<file path="config.mk">
export PLATFORM = sky130hd
export DESIGN_NAME = vm_change_dispenser
export DESIGN_NICKNAME = d
export VERILOG_FILES = /design/src/rtl/vm_change_dispenser.sv
export SDC_FILE = /design/constraint.sdc
export NUM_CORES = 1
export LEC_CHECK = 0
export CORE_AREA = 2 2 72 74
export DETAILED_ROUTE_END_ITERATION = 8
export DIE_AREA = 0 0 74 76
export DONT_BUFFER_PORTS = 1
export REMOVE_ABC_BUFFERS = 1
export SLEW_MARGIN = 30
export SYNTH_ARGS = -nofsm -noshare
export SYNTH_HDL_FRONTEND = slang
export SYNTH_SLANG_ARGS = --single-unit
export TNS_END_PERCENT = 5
</file>
<file path="constraint.sdc">
create_clock -name clk -period 5.1 [get_ports clk]
set_clock_uncertainty 0.2 [all_clocks]
set_input_delay 0.51 -clock clk [delete_from_list [all_inputs] [get_ports clk]]
set_output_delay 0.51 -clock clk [all_outputs]
set_load 0.005 [all_outputs]
</file>
<file path="src/rtl/vm_change_dispenser.sv">
// Coin-return back end: pays out a requested rupee amount from 2- and 1-rupee
// hopper tubes, one coin per eject strobe, waiting for a hopper ack after each coin.
// Ports: clk/rst (sync, active-high); req+amount start a payout, refill reloads stock
// (both only in IDLE); hop_ack confirms a dropped coin; ej1/ej2 eject strobes;
// busy/done/err status; cnt1/cnt2 remaining inventory.
module vm_change_dispenser #(
  parameter int AMT_W     = 4,
  parameter int CNT_W     = 6,
  parameter int INIT_C1   = 20,
  parameter int INIT_C2   = 20,
  parameter int PULSE_LEN = 2,
  parameter int ACK_TMO   = 15
) (
  input  logic             clk,
  input  logic             rst,
  input  logic             req,
  input  logic [AMT_W-1:0] amount,
  input  logic             refill,
  input  logic             hop_ack,
  output logic             ej1,
  output logic             ej2,
  output logic             busy,
  output logic             done,
  output logic             err,
  output logic [CNT_W-1:0] cnt1,
  output logic [CNT_W-1:0] cnt2
);

  typedef enum logic [2:0] {
    S_IDLE,
    S_CHECK,
    S_EJECT,
    S_WAIT_ACK,
    S_DONE,
    S_ERR
  } state_t;

  // Wide enough that rem, 2*n2 and the counters never wrap in the feasibility math.
  localparam int CW = AMT_W + CNT_W + 1;
  localparam int PW = $clog2(PULSE_LEN + 1);
  localparam int TW = $clog2(ACK_TMO + 1);

  state_t           state;
  logic [AMT_W-1:0] rem;
  logic             coin2;  // coin currently being paid out is a 2-rupee coin
  logic [PW-1:0]    pcnt;
  logic [TW-1:0]    tmo;

  // Feasibility: take as many 2s as possible, then the remainder must fit in 1s.
  logic [CW-1:0] rem_w, c1_w, c2_w, half_w, n2_w, left_w;
  logic          feasible;

  always_comb begin
    rem_w    = CW'(rem);
    c1_w     = CW'(cnt1);
    c2_w     = CW'(cnt2);
    half_w   = rem_w >> 1;
    n2_w     = (half_w < c2_w) ? half_w : c2_w;
    left_w   = rem_w - (n2_w << 1);
    feasible = (left_w <= c1_w);
  end

  // Values after the current coin is acknowledged; the next coin choice is made
  // from these so the next strobe can be registered on the ack edge.
  logic [AMT_W-1:0] rem_after;
  logic [CNT_W-1:0] cnt1_after, cnt2_after;
  logic             pick2_now, pick2_after;

  always_comb begin
    rem_after   = rem - (coin2 ? AMT_W'(2) : AMT_W'(1));
    cnt1_after  = coin2 ? cnt1 : cnt1 - CNT_W'(1);
    cnt2_after  = coin2 ? cnt2 - CNT_W'(1) : cnt2;
    pick2_now   = (rem >= AMT_W'(2)) && (cnt2 != '0);
    pick2_after = (rem_after >= AMT_W'(2)) && (cnt2_after != '0);
  end

  always_ff @(posedge clk) begin
    if (rst) begin
      state <= S_IDLE;
      rem   <= '0;
      coin2 <= 1'b0;
      pcnt  <= '0;
      tmo   <= '0;
      ej1   <= 1'b0;
      ej2   <= 1'b0;
      busy  <= 1'b0;
      done  <= 1'b0;
      err   <= 1'b0;
      cnt1  <= CNT_W'(INIT_C1);
      cnt2  <= CNT_W'(INIT_C2);
    end else begin
      case (state)
        S_IDLE: begin
          if (refill) begin
            cnt1 <= CNT_W'(INIT_C1);
            cnt2 <= CNT_W'(INIT_C2);
          end
          if (req) begin
            rem   <= amount;
            busy  <= 1'b1;
            state <= S_CHECK;
          end
        end

        S_CHECK: begin
          if (rem == '0) begin
            done  <= 1'b1;
            state <= S_DONE;
          end else if (!feasible) begin
            err   <= 1'b1;
            state <= S_ERR;
          end else begin
            coin2 <= pick2_now;
            ej2   <= pick2_now;
            ej1   <= !pick2_now;
            pcnt  <= '0;
            state <= S_EJECT;
          end
        end

        S_EJECT: begin
          if (pcnt == PW'(PULSE_LEN - 1)) begin
            ej1   <= 1'b0;
            ej2   <= 1'b0;
            tmo   <= '0;
            state <= S_WAIT_ACK;
          end else begin
            pcnt <= pcnt + PW'(1);
          end
        end

        S_WAIT_ACK: begin
          if (hop_ack) begin
            rem  <= rem_after;
            cnt1 <= cnt1_after;
            cnt2 <= cnt2_after;
            if (rem_after == '0) begin
              done  <= 1'b1;
              state <= S_DONE;
            end else begin
              coin2 <= pick2_after;
              ej2   <= pick2_after;
              ej1   <= !pick2_after;
              pcnt  <= '0;
              state <= S_EJECT;
            end
          end else if (tmo == TW'(ACK_TMO - 1)) begin
            // Partial payout stays reflected in rem and the counters.
            err   <= 1'b1;
            state <= S_ERR;
          end else begin
            tmo <= tmo + TW'(1);
          end
        end

        S_DONE: begin
          done  <= 1'b0;
          busy  <= 1'b0;
          state <= S_IDLE;
        end

        S_ERR: begin
          err   <= 1'b0;
          busy  <= 1'b0;
          state <= S_IDLE;
        end

        default: begin
          ej1   <= 1'b0;
          ej2   <= 1'b0;
          busy  <= 1'b0;
          done  <= 1'b0;
          err   <= 1'b0;
          state <= S_IDLE;
        end
      endcase
    end
  end

endmodule

</file>
; ---- Yosys cells after proc, flatten, opt, wreduce, memory -nomap -nowiden
; Cells that the tools add are included.
[totals]
ff_bits = 31
in_bits = 9
output_inout_bits = 17
[classes]
add_sub_neg = 6
n_lt_le_gt_ge = 4
n_eq_ne = 23
mux = 53
n_bitwise = 4
n_reduce_logical = 28
[op_table]
columns = cell, count
row1 = 6-bit two-way mux, 6
row2 = 2-bit inequality test (second input constant), 15
row3 = 6-bit case mux with 2 select lines, 2
row4 = 3-bit two-way mux, 7
row5 = 4-bit two-way mux, 5
row6 = 1-bit two-way mux, 17
row7 = 4-bit case mux with 2 select lines, 2
row8 = 2-bit two-way mux, 6
row9 = 3-bit case mux with 4 select lines, 1
row10 = 4-bit AND reduction, 3
row11 = 6-bit AND reduction, 2
row12 = 6-bit nonzero test, 2
row13 = 3-bit OR reduction, 4
row14 = 6-bit by 1-bit subtractor with 6-bit output (second input constant), 2
row15 = 11-bit by 6-bit <= comparator with 1-bit output, 1
row16 = 5-bit AND reduction, 2
row17 = 3-bit AND reduction, 3
row18 = 4-bit by 2-bit >= comparator with 1-bit output (second input constant), 2
row19 = 4-bit logical NOT, 2
row20 = 1-bit case mux with 4 select lines, 2
row21 = 4-bit by 7-bit subtractor with 8-bit output, 1
row22 = 3-bit by 2-bit equality test with 1-bit output (second input constant), 2
row23 = 3-bit equality test (second input constant), 2
row24 = 3-bit by 6-bit < comparator with 1-bit output, 1
row25 = other kinds (17), 26

; ---- Depth between registers and ports, before layout
[logic_depth]
ltp_word = 8
mapped_depth = 19

; ---- Least setup slack after synthesis
; OpenSTA, ideal clock, no wires.
[synth_timing]
path_type = reg2reg
from = register rem[2]
to = register pcnt[0]
setup_time_ns = 0.070
arrival_time_ns = 3.928
required_ns = 4.830
slack_ns = 0.902
stages_incl_launch_ff = 19
path_buffers = 0
period_less_slack_ns = 4.198
cell_sequence = dfxtp_1 ha_1 a21boi_0 o21a_1 o21ai_0 nand2_1 o21ai_0 ha_1 inv_1 fa_1 a21oi_1 ha_1 a21oi_1 nand2_1 o22a_2 o21bai_1 a32oi_2 or4b_1 a21oi_1
[synth_via]
elab_chain_len = 6
word_cells_on_any_way = 11
cone_classes = add/sub: 2 / order compare: 2 / eq/ne: 3 / mux: 1 / reduce/logical: 3
[synth_rtl]
columns = item, line
row1 = "start, declared", 44  ; logic [AMT_W-1:0] rem;
row2 = "start signal, assigned", 99  ; rem <= amount;
row3 = "start signal, assigned", 134  ; rem <= rem_after;
row4 = 3-bit by 6-bit < comparator with 1-bit output, 58  ; n2_w = (half_w < c2_w) ? half_w : c2_w;
row5 = 6-bit two-way mux, 58
row6 = 4-bit by 7-bit subtractor with 8-bit output, 59  ; left_w = rem_w - (n2_w << 1);
row7 = 11-bit by 6-bit <= comparator with 1-bit output, 60  ; feasible = (left_w <= c1_w);
row8 = 2-bit inequality test (no line), n/a
row9 = 6-bit AND reduction (no line) (*), n/a
row10 = "end signal, assigned", 128  ; pcnt <= pcnt + PW'(1);
row11 = "end, declared", 46  ; logic [PW-1:0] pcnt;
; Mark *: on every way between the ends. The rest lies on a longest branch, timed or not.
; A chain may end at the register's enable or synchronous reset.

; ---- Worst setup path after layout
[layout_timing]
from = register rem[2]
to = register ej1
[layout_via]
elab_chain_len = 7
word_cells_on_any_way = 22
cone_classes = add/sub: 2 / order compare: 4 / eq/ne: 3 / mux: 6 / reduce/logical: 7
[layout_rtl]
columns = item, line
row1 = branches (longest 7 deep; another with 11-bit by 6-bit <= comparator with 1-bit output), n/a
row2 = "end signal, assigned", 115  ; ej1 <= !pick2_now;
row3 = "end signal, assigned", 143  ; ej1 <= !pick2_after;
row4 = "end, declared", 20  ; output logic ej1,
; Parallel ways; which one is timed is not known. The select of a mux whose other input is x is not followed.

==> run_results.csv <==
group,metric,value,unit
status,outcome,"finished, final reports clean",
logic_synthesis,synth_top_family_by_area,"simple AND/OR/NAND/NOR gates",
global_route,antenna_found_initial,0,
logic_synthesis,avgSynthCellArea,7.96,um2
placement,dp_hpwl,3680,um
floorplan,row_count,26,
logic_synthesis,synth_edf_count,0,
logic_synthesis,yosysTopAreaCell,"dfxtp_1",
logic_synthesis,synth-async-reset-ratio,0,%
detailed_routing,drc,0,
sta,period_share,89.6,%
logic_synthesis,syn_inst,285,
critical_path,r2r_end,"ej1$_SDFFE_PP0P_",
critical_path,crit_type,"reg2reg",
clock_network,max-clock-path-buffers,2,
detailed_routing,vias_per_cell,5.39,
clock_network,post_cts_buffers,0,
floorplan,core_area,0.00491,mm2
detailed_routing,drtAntennaViolNets,0,
cells_and_area,fillers,503,
clock_network,cts-root-buf,"clkbuf_8",
clock_network,postCtsHoldBufs,0,
detailed_routing,drt_iter0_drc,81,
min_path,hp-class,"in2reg",
sta,fin_ws,529,ps
global_route,grt_use_total,18.7,%
critical_path,crit_fanout,10,
logic_synthesis,synthAdderAreaFrac,12.8,%
detailed_routing,wl,5000,um
sta,finalHoldViolCount,0,
placement,placed_cell_area,0.00225,mm2
global_route,grt_pass1_wl,8360,um
placement,dp_slack,539,ps
cells_and_area,nets,312,
clock_network,h-tree-depth,2,
clock_network,cts_buffers,5,
job,drv_cap,0,
global_route,grt_max_degree,29,
clock_network,cts_tree,"built",
logic_synthesis,ys.flop_type,"dfxtp_1",
sta,tns,0,ps
logic_synthesis,synth_compound_area_share,20.1,%
logic_synthesis,ys_types,52,
critical_path,worstSetupEndpointType,"register",
logic_synthesis,synth_area,0.00227,mm2
logic_synthesis,yosysWarningCount,0,
detailed_routing,drt-pass1-iter-count,4,
power,ir_drop,0.114,mV
power,leakagePower,0.882,nW
floorplan,io_pins,26,
min_path,holdCritStartpoint,"rst",
critical_path,crit_required,5110,ps
min_path,min_to,"cnt2[1]$_SDFFE_PP0P_",
floorplan,die_x,74,um
logic_synthesis,synthXorXnorAreaFrac,4.25,%
logic_synthesis,seq_area_frac_synth,27.4,%
min_path,whs_path_depth,1,
critical_path,crit_path_start_kind,"register",
sta,tightest_slew,870,ps
sta,finalMaxSlewViolations,0,
critical_path,arrival,4580,ps
clock_network,clk_pin_slew_worst_paths,70,ps
global_route,grt_pass1_vias,1781,
sta,relSlewSlack,41.9,%
logic_synthesis,yosys-top-cells-area,"dfxtp_1 27%, ha_1 11%, a21oi_1 6.8%",
sta,holdWs,94.7,ps
floorplan,die_h,76,um
cells_and_area,area_growth,3.64,%
sta,fmax,219,MHz
detailed_routing,wire_per_inst,14.2,um
power,power.density,291,mW/mm2
cells_and_area,layout-drive-gt1-share,6.74,%
critical_path,r2r_start,"rem[2]$_SDFFE_PP0P_",
logic_synthesis,synth_top_area_share,27.4,%
global_route,grt_overflow,0,
logic_synthesis,synth_mux_area_share,1.32,%
clock_network,cts_resized,0,
placement,portBuffers,0,
critical_path,r2r_slack,530,ps
placement,gp_congestion,0.810,
power,total_power,0.684,mW
logic_synthesis,synth-seq-cells,31,
logic_synthesis,yosys.area_share.simple,26.4,%
detailed_routing,vias,1898,
floorplan,dieArea,0.00562,mm2
clock_network,clk_latency,280,ps
critical_path,r2r_cells,18,
clock_network,cts_sinks,31,
sta,finalCriticalPeriod,4570,ps
cells_and_area,antennaDiodeCount,0,
floorplan,start_util,46.2,%
sta,finalSetupViolCount,0,
cells_and_area,final_area,0.00235,mm2
sta,grt_setup_unrepaired,"no",
==> worst max path at each step <==
stage,start,to,slack (ps),cells after the start
after detailed placement,rem[2]$_SDFFE_PP0P_,ej1$_SDFFE_PP0P_,540,18
after floorplan,rem[2]$_SDFFE_PP0P_,pcnt[0]$_SDFFE_PP0P_,890,18
final,rem[2]$_SDFFE_PP0P_,ej1$_SDFFE_PP0P_,530,18
after global placement,rem[2]$_SDFFE_PP0P_,ej1$_SDFFE_PP0P_,600,18
after CTS,rem[2]$_SDFFE_PP0P_,ej1$_SDFFE_PP0P_,510,18
after global routing,rem[2]$_SDFFE_PP0P_,ej1$_SDFFE_PP0P_,100,18
==> worst max-delay path, stage by stage, from the launching register on <==
cell and delay, ps:
dfxtp_1 600, ha_1 310, a21boi_0 120, o21a_1 170
o21ai_0 430, nand2_1 90, o21ai_0 120, ha_1 190
inv_1 50, fa_1 410, a21oi_1 160, ha_1 260
a21oi_1 130, nand2_1 60, o22a_2 210, nor3_1 300
o22ai_2 180, or3_1 390, a21oi_1 110
==> cell type report <==
type,instances,area [um2],area share [%]
clock buffer,8,100,4.26
multi-input combinational,224,1470,62.6
inverter,19,71.3,3.03
tap,70,87.6,3.73
sequential,31,621,26.4
==> where the power goes <==
part	switching, mW	internal, mW	leakage (nW)
sequential	0.0217	0.253	0.252
combinational	0.111	0.0844	0.579
clock	0.0905	0.123	0.0515
==> synth_stat cells (4+ instances only) <==
master    instances
xnor2_1           6
nand2_1          27
nand2b_1          5
a211oi_1          4
dfxtp_1          31
ha_1             20
nor3_1           14
xor2_1            5
nor2_1           39
inv_1            19
a21oi_1          31
o21ai_0          10
nand3_1           9
clkbuf_8          5
==> routing by layer <==
metal	routed length (um)	GRT usage, %	up-vias	share of wire, %
li1	-	-	987	-
met1	2500	25.5	876	50
met2	2230	29.2	29	45
met3	213	4.76	6	4.3
met4	55	4.91	0	1.1
met5	0	0	-	0
==> placed cells by master (no fill, tap or decap), types with 4 or more instances in the layout <==
cell	count
nor2_1	39
a21oi_1	31
dfxtp_1	31
nand2_1	27
ha_1	20
inv_1	19
nor3_1	14
o21ai_0	10
nand3_1	9
clkbuf_8	7
xnor2_1	6
xor2_1	5
nand2b_1	5
a211oi_1	4
==> registers in the layout, indices dropped and copies added (netlist names) <==
| signal | flops |
|---|---|
| ej2 | 1 |
| busy | 1 |
| ej1 | 1 |
| pcnt | 2 |
| cnt1 | 6 |
| state | 3 |
| tmo | 4 |
| cnt2 | 6 |
| done | 1 |
| rem | 4 |
| err | 1 |
| coin2 | 1 |
==> cells by family (layout without fill, tap and decap cells) <==
logic type / after synthesis / after routing
buffers and inverters: 30 / 27
flip-flops: 31 / 31
XOR/XNOR: 11 / 11
AND/OR/NAND/NOR: 118 / 118
AO/OA/AOI/OAI: 70 / 70
adder cells (fa/ha/maj): 22 / 22
multiplexers: 3 / 3
==> stage by stage <==
| stage | std cells | util [%] |
|---|---|---|
| floorplan | 274 | - |
| global placement | 344 | 45.8 |
| detailed placement | 344 | 45.8 |
| CTS | 352 | 47.9 |
| global route | 352 | 47.9 |
| finish | 352 | 47.9 |
(Power assumes the default switching activity.)
